**src/rtl/game_pkg.sv**
```systemverilog
// Shared FSM state encoding and default game tuning for the game controller.
package game_pkg;

    typedef enum logic [2:0] {
        ST_IDLE      = 3'd0,
        ST_PLAY      = 3'd1,
        ST_DYING     = 3'd2,
        ST_LEVEL_UP  = 3'd3,
        ST_GAME_OVER = 3'd4
    } state_t;

    localparam int DEF_START_LIVES  = 3;
    localparam int DEF_DEATH_FRAMES = 60;
    localparam int DEF_WIN_FRAMES   = 30;
    localparam int DEF_MAX_LEVEL    = 9;

endpackage

```
**src/rtl/frame_timer.sv**
```systemverilog
// Counts frame ticks up to a load value; o_done is combinational on the final tick.
// Latency: done asserts in the cycle of the load-th tick; clear wins over tick; no backpressure.
module frame_timer (
    input  logic       clk,
    input  logic       rst_n,
    input  logic       i_clear,
    input  logic       i_tick,
    input  logic [7:0] i_load,
    output logic       o_done,
    output logic [7:0] o_count
);

    logic [7:0] r_cnt;
    logic       w_last;

    assign w_last  = (r_cnt == (i_load - 8'd1));
    assign o_done  = i_tick && !i_clear && w_last;
    assign o_count = r_cnt;

    always_ff @(posedge clk or negedge rst_n) begin
        if (!rst_n) begin
            r_cnt <= 8'd0;
        end else if (i_clear || o_done) begin
            r_cnt <= 8'd0;
        end else if (i_tick) begin
            r_cnt <= r_cnt + 8'd1;
        end
    end

endmodule

```
**src/rtl/game_controller.sv**
```systemverilog
// Game FSM: lives, score, level and frog control; all outputs registered, 1-cycle latency
// from collision/start inputs; no backpressure, collisions are sampled every cycle in PLAY.
module game_controller
    import game_pkg::*;
#(
    parameter int START_LIVES  = DEF_START_LIVES,
    parameter int DEATH_FRAMES = DEF_DEATH_FRAMES,
    parameter int WIN_FRAMES   = DEF_WIN_FRAMES,
    parameter int MAX_LEVEL    = DEF_MAX_LEVEL
) (
    input  logic        clk,
    input  logic        rst_n,
    input  logic        frame_tick,
    input  logic        start_btn,
    input  logic        death_collision,
    input  logic        win_collision,
    output logic [3:0]  current_level,
    output logic [2:0]  lives,
    output logic [15:0] score,
    output logic        frog_reset,
    output logic        freeze,
    output logic        game_over,
    output logic [2:0]  state
);

    localparam logic [2:0] LIVES_INIT = 3'(START_LIVES);
    localparam logic [3:0] LEVEL_MAX  = 4'(MAX_LEVEL);

    state_t      r_state, w_state_nxt;
    logic [3:0]  r_level, w_level_nxt;
    logic [2:0]  r_lives, w_lives_nxt;
    logic [15:0] r_score, w_score_nxt;
    logic        r_frog_reset;
    logic        r_freeze;
    logic        r_game_over;
    logic        r_start_q;

    logic        w_start_edge;
    logic        w_hold;
    logic        w_timer_done;
    logic [7:0]  w_timer_load;
    logic [7:0]  w_timer_count;
    logic [16:0] w_score_sum;

    assign w_start_edge = start_btn && !r_start_q;
    assign w_hold       = (r_state == ST_DYING) || (r_state == ST_LEVEL_UP);
    assign w_timer_load = (r_state == ST_DYING) ? 8'(DEATH_FRAMES) : 8'(WIN_FRAMES);
    assign w_score_sum  = {1'b0, r_score} + {13'd0, r_level};

    // Held clear outside the hold states, so every entry starts from zero.
    frame_timer u_frame_timer (
        .clk     (clk),
        .rst_n   (rst_n),
        .i_clear (!w_hold),
        .i_tick  (frame_tick && w_hold),
        .i_load  (w_timer_load),
        .o_done  (w_timer_done),
        .o_count (w_timer_count)
    );

    always_ff @(posedge clk or negedge rst_n) begin
        if (!rst_n) begin
            r_state      <= ST_IDLE;
            r_level      <= 4'd0;
            r_lives      <= LIVES_INIT;
            r_score      <= 16'd0;
            r_frog_reset <= 1'b0;
            r_freeze     <= 1'b1;
            r_game_over  <= 1'b0;
            r_start_q    <= 1'b1;
        end else begin
            r_state      <= w_state_nxt;
            r_level      <= w_level_nxt;
            r_lives      <= w_lives_nxt;
            r_score      <= w_score_nxt;
            r_frog_reset <= (w_state_nxt == ST_PLAY) && (r_state != ST_PLAY);
            r_freeze     <= (w_state_nxt != ST_PLAY);
            r_game_over  <= (w_state_nxt == ST_GAME_OVER);
            r_start_q    <= start_btn;
        end
    end

    always_comb begin
        w_state_nxt = r_state;
        w_level_nxt = r_level;
        w_lives_nxt = r_lives;
        w_score_nxt = r_score;
        unique case (r_state)
            ST_IDLE: begin
                w_level_nxt = 4'd0;
                w_lives_nxt = LIVES_INIT;
                w_score_nxt = 16'd0;
                if (w_start_edge) begin
                    w_state_nxt = ST_PLAY;
                    w_level_nxt = 4'd1;
                end
            end
            ST_PLAY: begin
                // Death outranks a simultaneous win and scores nothing.
                if (death_collision) begin
                    w_state_nxt = ST_DYING;
                    w_lives_nxt = (r_lives == 3'd0) ? 3'd0 : r_lives - 3'd1;
                end else if (win_collision) begin
                    w_state_nxt = ST_LEVEL_UP;
                    w_score_nxt = w_score_sum[16] ? 16'hFFFF : w_score_sum[15:0];
                end
            end
            ST_DYING: begin
                if (w_timer_done) begin
                    w_state_nxt = (r_lives == 3'd0) ? ST_GAME_OVER : ST_PLAY;
                end
            end
            ST_LEVEL_UP: begin
                if (w_timer_done) begin
                    w_state_nxt = ST_PLAY;
                    w_level_nxt = (r_level >= LEVEL_MAX) ? LEVEL_MAX : r_level + 4'd1;
                end
            end
            ST_GAME_OVER: begin
                if (w_start_edge) begin
                    w_state_nxt = ST_PLAY;
                    w_level_nxt = 4'd1;
                    w_lives_nxt = LIVES_INIT;
                    w_score_nxt = 16'd0;
                end
            end
            default: begin
                w_state_nxt = ST_IDLE;
            end
        endcase
    end

    assign current_level = r_level;
    assign lives         = r_lives;
    assign score         = r_score;
    assign frog_reset    = r_frog_reset;
    assign freeze        = r_freeze;
    assign game_over     = r_game_over;
    assign state         = r_state;

endmodule
```
**config.mk**
```make
export PLATFORM = sky130hd
export DESIGN_NAME = game_controller
export DESIGN_NICKNAME = d
export VERILOG_FILES = /design/src/rtl/game_pkg.sv /design/src/rtl/frame_timer.sv /design/src/rtl/game_controller.sv
export SDC_FILE = /design/constraint.sdc
export NUM_CORES = 1
export LEC_CHECK = 0
export ABC_AREA = 1
export BUFFER_PORTS_ARGS = -buffer_cell sky130_fd_sc_hd__buf_2
export CORE_UTILIZATION = 57
export DETAILED_ROUTE_END_ITERATION = 12
export PLACE_DENSITY = 0.77
export SYNTH_ARGS = -nofsm -noshare
export SYNTH_HDL_FRONTEND = slang
export SYNTH_SLANG_ARGS = --single-unit
```
**constraint.sdc**
```tcl
create_clock -name clk -period 2.3 [get_ports clk]
set_input_delay 0.23 -clock clk [delete_from_list [all_inputs] [get_ports clk]]
set_output_delay 0.23 -clock clk [all_outputs]
set_load 0.01 [all_outputs]
```
==> results of run 1 <==
==> state kept, by name, summed over array words and instances (netlist names) <==
signal	cells
frog_reset	1
state	3
lives	3
r_start_q	1
u_frame_timer.o_count	8
game_over	1
freeze	1
score	16
current_level	4
==> per-stage QoR <==
stage / total power, uW / worst slack [ns]
after floorplan: 1220 / 0.396
after global placement: 1380 / 0.219
after detailed placement: 1400 / 0.148
after CTS: 1970 / 0.124
after global routing: 2080 / 0.0278
final: 1950 / 0.246
==> worst paths after layout <==
| kind | end | slack (ns) |
|---|---|---|
| worst max-delay path | score[8]$_DFFE_PN0P_ | 0.25 |
| worst min-delay path | current_level[2]$_DFFE_PN0P_ | 0.03 |
| worst max register to register | score[8]$_DFFE_PN0P_ | 0.25 |
| worst min register to register | lives[1]$_DFFE_PN1P_ | 0.49 |
| max in group asynchronous | score[11]$_DFFE_PN0P_ | 1.73 |
| min in group clk | r_start_q$_DFF_PN1_ | 0.04 |
==> what timing repair did <==
action,4_1_cts,5_1_grt
setup endpoints to repair,0,11
buffers inserted,0,1
resized for setup,0,1
==> per-layer routing <==
metal	vias to the layer above	GRT usage, %	share of wire (%)
met5	-	0	0
met4	0	8.24	1.1
met3	6	4.62	4.5
met2	58	44.5	48
met1	1015	36.2	47
li1	1139	-	-
==> cells in the final DEF, fill, tap and decap left out <==
cell type	synthesis	layout
dfstp_2	4	4
or2_2	2	2
o21ai_1	1	1
nand3_1	30	30
o211ai_1	1	1
xor2_1	5	5
bufinv_16	0	1
nand3b_1	4	4
a31oi_1	1	1
and3_1	1	1
fa_1	1	1
ha_1	8	8
nor3_1	6	6
buf_4	0	2
xnor2_1	2	2
nor2_4	3	3
buf_2	1	34
inv_2	5	5
clkbuf_8	0	5
nand3_2	2	2
clkinv_2	0	2
a21boi_0	1	1
nand4_1	5	5
nand2_2	5	5
nor2_1	26	25
nand2_1	109	109
dfrtp_1	34	34
a21oi_2	1	1
inv_1	44	44
o21ai_0	18	18
nor3b_1	1	1
o22ai_1	1	1
a211oi_1	1	1
a21oi_1	5	5
nor2_2	3	4
o21ai_2	3	3
==> final cells by class <==
cell class                 instances  area, sq um  share of cell area [%]
sequential                        38          956                    34.8
tap                               50         62.6                    2.28
timing repair buffer              36          185                    6.74
clock buffer                       5         68.8                    2.50
inverter                          49          184                    6.69
clock inverter                     3         40.0                    1.46
multi-input combinational        246         1250                    45.6
==> report_power, final <==
part           internal (uW)  total (uW)  switching, uW
Clock                    319         565            246
Sequential               767         839           72.6
Combinational            190         548            358
Total                   1280        1950            677
==> logic make-up after synthesis <==
kind of cell	Yosys count
flip-flops	38
XOR/XNOR	7
AND/OR/NAND/NOR	197
adder cells (fa/ha/maj)	9
AO/OA/AOI/OAI	33
buffers and inverters	52
==> reports/metrics.csv, run 1 <==
stage;metric;value;unit
status;outcome;complete, no violations;
cells_and_area;n_diodes;0;
yosys;adder-cell share of the synthesized area;4.97;%
yosys;Mapped Nets;351;
critical_path;Worst Setup Start Kind;flop;
yosys;largest family of logic cells by synthesized area;simple AND/OR/NAND/NOR gates;
global_routing;Tot GR Track Use;27.1;%
yosys;top cells by area in the synthesized netlist;dfrtp_1 (35%), nand2_1 (17%), inv_1 (6.8%);
yosys;Seq/Total Area, Yosys;39.5;%
routing;Routed Antenna Nets;0;
routing;DR pass1 iterations;4;
yosys;leading register cell type out of synthesis;dfrtp_1;
pwr;Peak VDD IR;0.000589;V
timing;max_slew headroom;43.7;%
floorplan;full die area;4510;sq um
cts;CTS sink count;38;
timing;worst hold slack;0.0326;ns
place;PortBufs;34;
routing;DRT iter0 DRCs;128;
yosys;Yosys warnings;0;
place;HPWL after DPL;4.01;mm
cells_and_area;Fill cells;368;
global_routing;GRT Residual Overflow;0;
yosys;Mapped Cells;336;
critical_path;worst flop-to-flop path startpoint;current_level[1]$_DFFE_PN0P_;
cts;CTS clk-pin slew, worst paths;0.08;ns
critical_path;reg2reg path depth;10;
cts;post-cts hold buffer count;0;
critical_path;CP Cell Sequence;inv_1, fa_1, inv_1, nand3_1, nand2_1, nand3_1, xor2_1, nand2_1, nand2_1, nand2_1;
yosys;Synth cell types;33;
cts;CTS H-Tree Depth;2;
global_routing;first-pass GRT wire length;9.25;mm
cts;CTS tree;done;
critical_path;Largest delay share family, worst path;simple AND/OR/NAND/NOR gates;
place;Placed Area;2630;sq um
timing;TNS Setup;0;ns
yosys;synthesized cell area;2420;sq um
place;dpl cells;418;
timing;FMAX;0.487;GHz
routing;total number of vias;2218;
floorplan;IO Pins;35;
cts;CTS Buffer Depth;2;
place;gpl congestion;0.853;
critical_path;Crit Path Class;reg -> reg;
critical_path;element type at the critical path end;flop;
routing;WL per Instance;12.7;um
global_routing;initial antenna violation count;0;
cells_and_area;area grow syn2layout;13.7;%
timing;Final Hold Vio Count;0;
global_routing;vias in the first global route;2070;
yosys;Mean Syn Cell Area;7.19;sq um
timing;fin crit share;89.3;%
global_routing;largest net degree at the start of global routing;39;
timing;final number of setup-violating endpoints;0;
yosys;Synth Area in XOR/XNOR;2.54;%
critical_path;Critical Path RT;2.48;ns
cells_and_area;non-filler cells, final;427;
yosys;top cell type's share of synthesized area;35.2;%
cells_and_area;Final #Nets;391;
flow_run;Max Cap Violations;0;
critical_path;CP max stage cell;fa_1;
cells_and_area;layout cell share with drive strength beyond 1;19.4;%
floorplan;Initial Util;60.0;%
timing;post-route minimum period;2.05;ns
worst_hold_path;worst hold path class;in -> async;
floorplan;Rows;23;
timing;Slew @ Worst Pin;0.844;ns
floorplan;Die Y;67.1;um
routing;Via-to-Cell Ratio;5.19;
yosys;most common cell in the netlist;nand2_1;
routing;final wirelength;5.41;mm
critical_path;worst setup path startpoint;current_level[1]$_DFFE_PN0P_;
cts;clock root cell;clkbuf_8;
timing;RSZ-0062 raised after global routing;no;
critical_path;WP buf/inv;2;
critical_path;Worst path depth;10;
cts;worst skew pair latency;0.29;ns
yosys;Compound-Gate Fraction of Synth Area;7.87;%
critical_path;Most Frequent Cell on Critical Path;nand2_1;
critical_path;CP max FO;6;
critical_path;CP max stage delay;0.47;ns
yosys;post-synthesis mux area share;0;%
routing;Residual DRC;0;
cells_and_area;Finished Core Util;68.2;%
yosys;simple logic cell fraction of the synthesized area;36.3;%
yosys;EDFF count, synth;0;
yosys;Synth async-reset ratio;100;%
yosys;top cells by count, synth;nand2_1 (109), inv_1 (44), dfrtp_1 (34);
cells_and_area;Final Instance Area;2750;sq um
pwr;Leakage;0.00158;uW
yosys;Synth Register Bits;38;
pwr;power per cell area;710;nW/um^2
floorplan;Die Width;67.1;um
timing;count of pins over their slew limit;0;
timing;worst clock skew;0.0104;ns
yosys;leading area contributor after synthesis;dfrtp_1;
critical_path;arrival time worst endpoint;2.23;ns
floorplan;Core Area;4030;sq um
cts;Inserted Clock Buffers;5;
Power figures use the tool's default switching activity.
==> run 2: changes to the inputs <==
Settings changed: ABC_AREA 1 to unset, CORE_UTILIZATION 57 to 56, PLACE_DENSITY 0.77 to 0.76.
==> run 2 against run 1 <==
Net effect: global-route usage rose by 0.36 points; synthesized cell count shrank 29%; combinational power rose by 57%; worst setup slack worse by 0.13 ns; highest routed layer unchanged; critical path type unchanged; clock skew down 0.0066 ns; sequential cell count did not move; critical path depth fell by 2; final cell count shrank 22%; via count is 9.6% lower; sequential power rose by 9.3%; register-to-register slack worse by 0.13 ns; design area fell by 6.0%.
==> reports/metrics.csv, run 2 <==
stage;metric;value;unit
status;outcome;complete, no violations;
timing;Slew @ Worst Pin;0.829;ns
floorplan;Die Width;64.5;um
critical_path;Critical Path RT;2.52;ns
cts;CTS clk-pin slew, worst paths;0.08;ns
worst_hold_path;worst hold path class;in -> async;
flow_run;Max Cap Violations;0;
global_routing;vias in the first global route;1893;
floorplan;Core Area;3720;sq um
cells_and_area;Final #Nets;298;
global_routing;largest net degree at the start of global routing;39;
timing;Final Hold Vio Count;0;
floorplan;full die area;4170;sq um
yosys;Synth Register Bits;38;
timing;fin crit share;95.1;%
cells_and_area;area grow syn2layout;18.0;%
yosys;leading area contributor after synthesis;dfrtp_1;
cells_and_area;non-filler cells, final;332;
routing;WL per Instance;15.8;um
pwr;total power draw;2340;uW
yosys;Seq/Total Area, Yosys;43.6;%
critical_path;Worst R2R End;score[13]$_DFFE_PN0P_;
place;HPWL after DPL;3.68;mm
routing;Routed Antenna Nets;0;
cts;CTS sink count;38;
global_routing;first-pass GRT wire length;8.76;mm
yosys;top cells by count, synth;dfrtp_1 (34), nor2_1 (24), nand2_1 (20);
routing;final wirelength;5.26;mm
yosys;Mapped Nets;253;
timing;final number of setup-violating endpoints;0;
timing;RSZ-0062 raised after global routing;no;
floorplan;IO Pins;35;
place;gpl congestion;0.933;
critical_path;Worst path depth;8;
yosys;most common cell in the netlist;dfrtp_1;
critical_path;WP buf/inv;1;
critical_path;Worst Setup Start Kind;flop;
timing;FMAX;0.457;GHz
cts;Inserted Clock Buffers;5;
critical_path;Largest delay share family, worst path;compound AO/OA/AOI/OAI gates;
pwr;Leakage;0.00118;uW
critical_path;reg2reg path depth;8;
cts;CTS Buffer Depth;2;
cells_and_area;Fill cells;292;
pwr;power per cell area;906;nW/um^2
yosys;Synth async-reset ratio;100;%
timing;TNS Setup;0;ns
cts;CTS H-Tree Depth;2;
place;pre-CTS setup slack;0.209;ns
timing;PnR worst setup slack;0.112;ns
cts;worst skew pair latency;0.29;ns
routing;total number of vias;2004;
cells_and_area;FF/Latch Area;957;sq um
floorplan;Die Y;64.5;um
cells_and_area;commonest cells after routing, fill and taps aside;buf_2 (34), dfrtp_1 (33), nor2_1 (24), nand2_1 (20), o21ai_0 (17);
yosys;synthesized cell area;2190;sq um
critical_path;worst setup path startpoint;score[0]$_DFFE_PN0P_;
yosys;Yosys warnings;0;
timing;worst clock skew;0.00382;ns
critical_path;arrival time worst endpoint;2.41;ns
routing;DRT iter0 DRCs;238;
critical_path;CP Cell Sequence;ha_1, inv_1, fa_1, nor2b_2, o31a_1, nand2_1, a41o_1, a21oi_1;
timing;count of pins over their slew limit;0;
critical_path;CP max FO;9;
yosys;Mapped Cells;238;
floorplan;Rows;22;
cells_and_area;Final Instance Area;2580;sq um
yosys;EDFF count, synth;0;
yosys;leading register cell type out of synthesis;dfrtp_1;
place;dpl cells;324;
global_routing;Tot GR Track Use;27.5;%
place;Placed Area;2470;sq um
cells_and_area;most common cell after layout, fill and taps aside;buf_2;
critical_path;CP max stage delay;0.41;ns
timing;post-route minimum period;2.19;ns
global_routing;initial antenna violation count;0;
floorplan;Initial Util;59.0;%
yosys;top cells by area in the synthesized netlist;dfrtp_1 (39%), dfstp_2 (4.8%), ha_1 (4.6%);
pwr;Peak VDD IR;0.000658;V
cts;CTS tree;done;
yosys;top cell type's share of synthesized area;38.8;%
routing;Via-to-Cell Ratio;6.04;
critical_path;CP max stage cell;fa_1;
timing;max_slew headroom;44.7;%
cts;clock root cell;clkbuf_8;
cells_and_area;n_diodes;0;
routing;Residual DRC;0;
cells_and_area;layout cell share with drive strength beyond 1;22.5;%
critical_path;element type at the critical path end;flop;
global_routing;GRT Residual Overflow;0;
cells_and_area;max reg flops;16;
cells_and_area;multi-input logic area;1160;sq um
critical_path;critical path endpoint;score[13]$_DFFE_PN0P_;
critical_path;Crit Path Class;reg -> reg;
yosys;Synth cell types;53;
yosys;Mean Syn Cell Area;9.21;sq um
critical_path;worst flop-to-flop path startpoint;score[0]$_DFFE_PN0P_;
routing;DR pass1 iterations;5;
place;PortBufs;34;
critical_path;R2R Setup Slk;0.11;ns
run 2: layout make-up:
type                            count  share of cell area [%]
Clock inverter                      3                    1.55
Multi-Input combinational cell    182                    45.1
Tap cell                           48                    2.32
Clock buffer                        5                    2.66
Inverter                           11                    1.60
Timing Repair Buffer               45                    9.78
Sequential cell                    38                    37.0
run 2: stage by stage:
| step | hold slack, ns | util, % |
|---|---|---|
| detailed placement | 0.356 | 66.5 |
| global route | 0.0456 | 69.6 |
| global placement | 0.358 | 66.5 |
| CTS | 0.0479 | 69.5 |
| finish | 0.0247 | 69.6 |
| floorplan | -0.0656 | - |
run 2: power by group:
part	leakage (uW)	internal (uW)	switching, uW	total (uW)
clock network	0.0000579	319	245	564
registers	0.000499	785	133	917
logic	0.000621	356	503	860
run 2: cells by family after synthesis:
logic type      synth area share [%]
buf+inv                         3.31
simple gates                    20.8
fa+ha+maj                       5.48
flops                           43.6
compound gates                  22.2
mux                             1.43
xor+xnor                        3.20
run 2: worst min-delay path by stage:
stage | to | slack [ns] | depth (start not counted)
2_1_floorplan | current_level[0]$_DFFE_PN0P_ | -0.07 | 0
3_5_place_dp | r_start_q$_DFF_PN1_ | 0.36 | 1
4_1_cts | r_start_q$_DFF_PN1_ | 0.05 | 1
3_3_place_gp | r_start_q$_DFF_PN1_ | 0.36 | 1
5_1_grt | r_start_q$_DFF_PN1_ | 0.05 | 1
6_report | score[0]$_DFFE_PN0P_ | 0.02 | 1
run 2: layer usage:
layer	GRT usage (%)	up-vias	wire (um)
met4	8.61	0	78
met5	0	-	0
met1	34.2	960	2220
met3	6.16	10	293
li1	-	948	-
met2	47.2	86	2670
run 2: what timing repair did:
action | 4_1_cts | 5_1_grt
hold buffers | 0 | 0
buffers inserted | 0 | 0
resized for setup | 0 | 2
endpoints found under the setup margin | 0 | 5
